File: config.mk
export PLATFORM = sky130hd
export DESIGN_NAME = controlador_contador
export DESIGN_NICKNAME = d
export VERILOG_FILES = /design/src/rtl/controlador_contador.sv
export SDC_FILE = /design/constraint.sdc
export NUM_CORES = 1
export LEC_CHECK = 0
export BUFFER_PORTS_ARGS = -buffer_cell sky130_fd_sc_hd__buf_4
export CORE_ASPECT_RATIO = 0.7
export CORE_MARGIN = 2
export CORE_UTILIZATION = 52
export CTS_CLUSTER_SIZE = 16
export DETAILED_ROUTE_END_ITERATION = 10
export PLACE_DENSITY_LB_ADDON = 0.08
export SLEW_MARGIN = 20
export SYNTH_ARGS = -nofsm -noshare
export SYNTH_HDL_FRONTEND = slang
export SYNTH_SLANG_ARGS = --single-unit
File: constraint.sdc
create_clock -name clk -period 2.25 [get_ports clk]
set_clock_uncertainty 0.2 [all_clocks]
set_input_delay 0.225 -clock clk [delete_from_list [all_inputs] [get_ports clk]]
set_output_delay 0.225 -clock clk [all_outputs]
set_load 0.02 [all_outputs]
File: src/rtl/controlador_contador.sv
// Sweep sequencer for a WIDTH-bit bidirectional saturating counter: clears it, climbs to lo,
// then ping-pongs lo->hi->lo for n_cycles, stopping with the count parked at lo.
module controlador_contador #(
  parameter int WIDTH    = 4,
  parameter int CYCLES_W = 4
) (
  input  logic                clk,
  input  logic                reset,
  input  logic                start,
  input  logic                abort,
  input  logic [WIDTH-1:0]    lo,
  input  logic [WIDTH-1:0]    hi,
  input  logic [CYCLES_W-1:0] n_cycles,
  input  logic [WIDTH-1:0]    cnt_value,
  output logic                cnt_reset,
  output logic                cnt_enable,
  output logic                cnt_up_down,
  output logic                busy,
  output logic                done,
  output logic                err,
  output logic [CYCLES_W-1:0] cycles_done
);

  typedef enum logic [2:0] {
    S_IDLE,
    S_INIT,
    S_CLIMB,
    S_UP,
    S_DOWN,
    S_DONE
  } state_t;

  state_t              state_q, state_d;
  logic [WIDTH-1:0]    lo_q, lo_d;
  logic [WIDTH-1:0]    hi_q, hi_d;
  logic [CYCLES_W-1:0] n_q, n_d;
  logic [CYCLES_W-1:0] cycles_done_q, cycles_done_d;
  logic                err_q, err_d;
  logic [CYCLES_W-1:0] cycles_inc;

  assign cycles_inc = cycles_done_q + {{(CYCLES_W-1){1'b0}}, 1'b1};

  always_ff @(posedge clk or posedge reset) begin
    if (reset) begin
      state_q       <= S_IDLE;
      lo_q          <= '0;
      hi_q          <= '0;
      n_q           <= '0;
      cycles_done_q <= '0;
      err_q         <= 1'b0;
    end else begin
      state_q       <= state_d;
      lo_q          <= lo_d;
      hi_q          <= hi_d;
      n_q           <= n_d;
      cycles_done_q <= cycles_done_d;
      err_q         <= err_d;
    end
  end

  always_comb begin
    state_d       = state_q;
    lo_d          = lo_q;
    hi_d          = hi_q;
    n_d           = n_q;
    cycles_done_d = cycles_done_q;
    err_d         = 1'b0;
    cnt_reset     = 1'b0;
    cnt_enable    = 1'b0;
    cnt_up_down   = 1'b0;
    busy          = (state_q != S_IDLE);
    done          = 1'b0;

    case (state_q)
      S_IDLE: begin
        if (start) begin
          // Illegal programs are flagged without ever leaving IDLE.
          if ((lo > hi) || (n_cycles == '0)) begin
            err_d = 1'b1;
          end else begin
            state_d       = S_INIT;
            lo_d          = lo;
            hi_d          = hi;
            n_d           = n_cycles;
            cycles_done_d = '0;
          end
        end
      end
      S_INIT: begin
        cnt_reset = 1'b1;
        state_d   = S_CLIMB;
      end
      S_CLIMB: begin
        cnt_up_down = 1'b1;
        cnt_enable  = (cnt_value != lo_q);
        if (cnt_value == lo_q) state_d = S_UP;
      end
      S_UP: begin
        cnt_up_down = 1'b1;
        cnt_enable  = (cnt_value != hi_q);
        if (cnt_value == hi_q) state_d = S_DOWN;
      end
      S_DOWN: begin
        cnt_up_down = 1'b0;
        cnt_enable  = (cnt_value != lo_q);
        if (cnt_value == lo_q) begin
          cycles_done_d = cycles_inc;
          state_d       = (cycles_inc == n_q) ? S_DONE : S_UP;
        end
      end
      S_DONE: begin
        done    = 1'b1;
        state_d = S_IDLE;
      end
      default: state_d = S_IDLE;
    endcase

    // Abort overrides every transition and freezes the completed-cycle count.
    if (abort && (state_q != S_IDLE)) begin
      state_d       = S_IDLE;
      cycles_done_d = cycles_done_q;
    end
  end

  assign err         = err_q;
  assign cycles_done = cycles_done_q;

endmodule

Yosys cells after proc, flatten, opt, wreduce, memory -nomap -nowiden
Index checks and enable logic that the tools add are counted.
{"block": "totals", "in_bits": 20, "register_bits": 20, "wordCells": 58}
{"block": "op_classes", "n_eq_ne": 18, "addsub": 1, "magnitude_cmp": 1, "muxes": 19, "n_reduce_logical": 11, "n_bitwise": 2}
{"operator": "$mux W3", "count": 7}
{"operator": "$ne A3 B3 Y1 const B", "count": 5}
{"operator": "$pmux W3 S5", "count": 1}
{"operator": "$eq A4 B4 Y1", "count": 3}
{"operator": "$mux W4", "count": 3}
{"operator": "$reduce_and A5 Y1", "count": 2}
{"operator": "$ne A4 B4 Y1", "count": 2}
{"operator": "$pmux W4 S2", "count": 1}
{"operator": "$eq A3 B2 Y1 const B", "count": 2}
{"operator": "$eq A3 B3 Y1 const B", "count": 2}
{"operator": "$mux W1", "count": 6}
{"operator": "$ne A2 B2 Y1 const B", "count": 3}
{"operator": "$add A4 B1 Y4 const B", "count": 1}
{"operator": "$gt A4 B4 Y1", "count": 1}
{"operator": "$logic_not A4 Y1", "count": 1}
{"operator": "$reduce_or A2 Y1", "count": 2}
{"operator": "$eq A3 B1 Y1 const B", "count": 1}
{"operator": "$logic_not A3 Y1", "count": 1}
{"operator": "$reduce_and A3 Y1", "count": 1}
{"operator": "$reduce_bool A3 Y1", "count": 1}
{"operator": "$not A1 Y1", "count": 2}
{"operator": "$pmux W1 S2", "count": 1}
{"operator": "$reduce_bool A2 Y1", "count": 1}
{"operator": "$logic_and A1 B1 Y1", "count": 1}
{"operator": "$logic_or A1 B1 Y1", "count": 1}

Logic depth before layout (Yosys ltp)
{"block": "depth", "ltp_word": 6, "mapped_depth": 7, "depth_no_buf": 7}

Worst setup path before layout
No wires, ideal clock.
{"block": "synth_timing", "path_type": "input -> register", "startpoint": "input hi[3]", "endpoint": "register hi_q[0]", "slack_ps": 233, "t_required_ps": 1925, "cell_stages": 7, "arrival_ps": 1692, "cell_sequence": "inv_1 > ha_1 > a211oi_1 > a21oi_1 > a211oi_4 > buf_6 > mux2_4"}
{"block": "synth_between", "elab_chain_cells": 4}
{"item": "start, declared", "line_no": "12", "text": "input logic [WIDTH-1:0] hi,"}
{"item": "$gt A4 B4 Y1", "line_no": "78", "text": "if ((lo > hi) || (n_cycles == '0)) begin"}
{"item": "$logic_or A1 B1 Y1", "line_no": "78"}
{"item": "$not A1 Y1 (no line)"}
{"item": "$reduce_and A3 Y1 (no line)"}
{"item": "end signal, assigned", "line_no": "54", "text": "hi_q <= hi_d;"}
{"item": "end, declared", "line_no": "35", "text": "logic [WIDTH-1:0] hi_q, hi_d;"}
Every way passes these cells.
A chain may end at the register's enable or synchronous reset.

Worst setup path in the final report
{"block": "layout_timing", "startpoint": "register state_q[1]", "endpoint": "output cnt_enable"}
{"block": "layout_between", "elab_chain_cells": 3}
{"item": "start, declared", "line_no": "33", "text": "state_t state_q, state_d;"}
{"item": "start signal, assigned", "line_no": "52", "text": "state_q <= state_d;"}
{"item": "$eq A3 B3 Y1 / $eq A3 B2 Y1 (equally long branches)", "line_no": "74", "text": "case (state_q)"}
{"item": "$reduce_or A2 Y1 (no line)"}
{"item": "$pmux W1 S2 (*)", "line_no": "74"}
{"item": "end, declared", "line_no": "16", "text": "output logic cnt_enable,"}
Every way passes the cells marked *; elsewhere a longest branch is shown, timed or not.

==> reports/metrics.csv <==
stage,metric,value,unit
status,status,finished clean,
clocking,cts-root-buf,clkbuf_4,
critical_path,critPathKind,reg2out,
global_routing,grt_pass1_vias,980,
sta,finalSetupViolations,0,
layout,final_cell_mix,"buf_4, dfrtp_1, dlygate4sd3_1, xnor2_1, mux2_4",
critical_path,crit_fanout,7,
power,ir_worst_vdd,0.000643,V
synthesis,synth_area_leaders,"dfrtp_1, mux2_4, xnor2_1",
power,power_per_cell_area,973,nW/um^2
sta,rsz0062_at_grt,false,
detailed_routing,ant_nets,0,
synthesis,netlist_area,1270,sq um
synthesis,synth-edff-count,0,
clocking,cts_buffers,3,
synthesis,ys_dominant_reg_cell,dfrtp_1,
synthesis,syn-mean-instance-area,11.5,sq um
layout,layout_commonest_cell,buf_4,
global_routing,grt_pass1_wl,4.62,mm
detailed_routing,detail_route.wl_per_cell,14.5,microns
synthesis,synth-seq-cells,20,
synthesis,yosysTopAreaCell,dfrtp_1,
clocking,cts_resized,0,
critical_path,worst-r2r-setup-slack,0.25,ns
global_routing,grt_max_degree,21,
floorplanning,initial_core_util,56.9,%
synthesis,yosysTopAreaCellShare,39.5,%
critical_path,reg2reg_to,cycles_done[3],
layout,final.fill_count,156,
clocking,cts_tree,done,
global_routing,grt-ovfl-total,0,
global_routing,grtUsageTotal,21.7,%
synthesis,syn-num-nets,135,
clocking,clk_pin_slew,0.11,ns
critical_path,setup.worst_path.start_class,flop,
clocking,h-tree-depth,1,
global_routing,antenna_found_initial,0,
sta,period_minus_slack,2.06,ns
sta,max_freq,485,MHz
critical_path,critical_path.endpoint_type,primary output,
layout,fin_util,76.5,%
place,globalplace.congestion,0.780,
sta,finalSetupTns,0,ns
detailed_routing,drc,0,
synthesis,ys_async_sr_fraction,100,%
detailed_routing,drt_wl_total,2.76,mm
critical_path,crit_required,1.82,ns
clocking,clockBufferDepth,2,
detailed_routing,drt_first_iter_violations,64,
floorplanning,row_count,14,
floorplanning,fp.dieH,45.3,microns
detailed_routing,drt-vias-per-instance,5.18,
floorplanning,die-area,2850,sq um
critical_path,ff2ff_path_depth,6,
critical_path,arrival,1.64,ns
layout,area_delta_synth_final,34.5,%
power,leakagePower,0.807,nW
floorplanning,core_area,2220,sq um
clocking,clock-sinks,20,
sta,tightest_slew,0.780,ns
layout,diodes,0,
detailed_routing,first_pass_iters,4,
worst_hold_path,holdPathStages,3,
place,portBuffers,29,
detailed_routing,vias,985,
layout,drive_gt1_share,33.5,%
layout,nets,185,
worst_hold_path,hold_class,in2reg,
sta,slew_headroom,48.0,%
synthesis,synthDistinctLibCells,41,
sta,drv_slew,0,
sta,finalCritPeriodShare,91.6,%
place,pre_cts_slack,0.0469,ns
synthesis,synth-seq-area-share,39.5,%
flow_run,drv_cap,0,
floorplanning,io_pins,30,
sta,layout_setup_ws,0.188,ns
floorplanning,die_w,63.0,microns
synthesis,netlist_instances,110,
sta,hold_viol,0,
clocking,clkLatencyLatePin,0.30,ns
place,dp_hpwl,2.03,mm
critical_path,rr_startpoint,state_q[0],
worst_hold_path,hold_end,err,
worst_hold_path,min_from,start,
synthesis,yosysWarnings,0,
-- worst max-delay path by stage --
stage / from / end / slack (ns) / cells after the start
after floorplan: hi[3] / hi_q[0] / 0.23 / 7
after global routing: state_q[1] / cnt_enable / 0.09 / 5
final: state_q[1] / cnt_enable / 0.19 / 5
after global placement: lo[3] / cycles_done[3] / 0.09 / 8
after detailed placement: lo[3] / cycles_done[3] / 0.05 / 8
after CTS: state_q[1] / cnt_enable / 0.18 / 5
-- layer usage --
layer  track usage, %  up-vias  wire (microns)
met2             34.9       34            1240
met1             29.9      461            1360
met5                0        -               0
li1                 -      490               -
met3             6.23        0             162
met4             4.44        0               0
-- per-stage QoR --
stage               hold WS, ns  total power, mW  area (sq um)  std cells
floorplan               -0.0112             1.23          1270        110
global placement          0.203             1.45          1540        173
detailed placement        0.215             1.47          1540        173
CTS                      0.0355             1.66          1700        190
global route             0.0459             1.76          1700        190
finish                   0.0435             1.66          1700        190
-- synth_stat cells (2+ instances only) --
master,instances
nor3b_1,2
ha_1,5
buf_6,3
xor2_1,2
a21oi_1,4
inv_1,6
nand3b_1,2
o21ai_0,3
nand4_1,2
dfrtp_1,20
xnor2_1,13
nand2b_1,4
mux2_4,10
nor2_1,4
nor4_1,2
or2_1,2
mux2_1,2
-- critical path, stage by stage (launching register included) --
cell and delay (ns):
dfrtp_1 0.44, buf_4 0.18, nand3b_1 0.09, a41oi_1 0.24
a21o_1 0.21, buf_4 0.17
-- cell type report --
| class | instances | area [sq um] | area share (%) |
|---|---|---|---|
| multi-input combinational | 81 | 709 | 41.7 |
| sequential | 20 | 500 | 29.4 |
| timing repair buffer | 48 | 408 | 24.0 |
| tap | 32 | 40.0 | 2.35 |
| clock buffer | 3 | 22.5 | 1.32 |
| inverter | 6 | 22.5 | 1.32 |
-- flip-flops by register name, indices dropped and copies added (netlist names) --
register,flops
err,1
state_q,3
cycles_done,4
n_q,4
hi_q,4
lo_q,4
-- where the power goes --
group / switching [mW] / leakage, nW / internal, mW
combinational: 0.371 / 0.543 / 0.490
clock: 0.108 / 0.0138 / 0.0624
sequential: 0.129 / 0.250 / 0.497
-- cells by family after synthesis --
group / synth area share (%)
adders and majority gates: 5.73
xor gates and xnor gates: 10.4
muxes: 14.5
buffers and inverters: 4.45
AOI/OAI and AO/OA: 10.1
DFF: 39.5
and+or+nand+nor: 15.3
-- what timing repair did --
item / 4_1_cts / 5_1_grt
setup buffers: 0 / 0
hold buffers: 14 / 0
endpoints found under the hold margin: 34 / 0
endpoints found under the setup margin: 0 / 0
No activity file was read; power rests on OpenSTA's default activity.
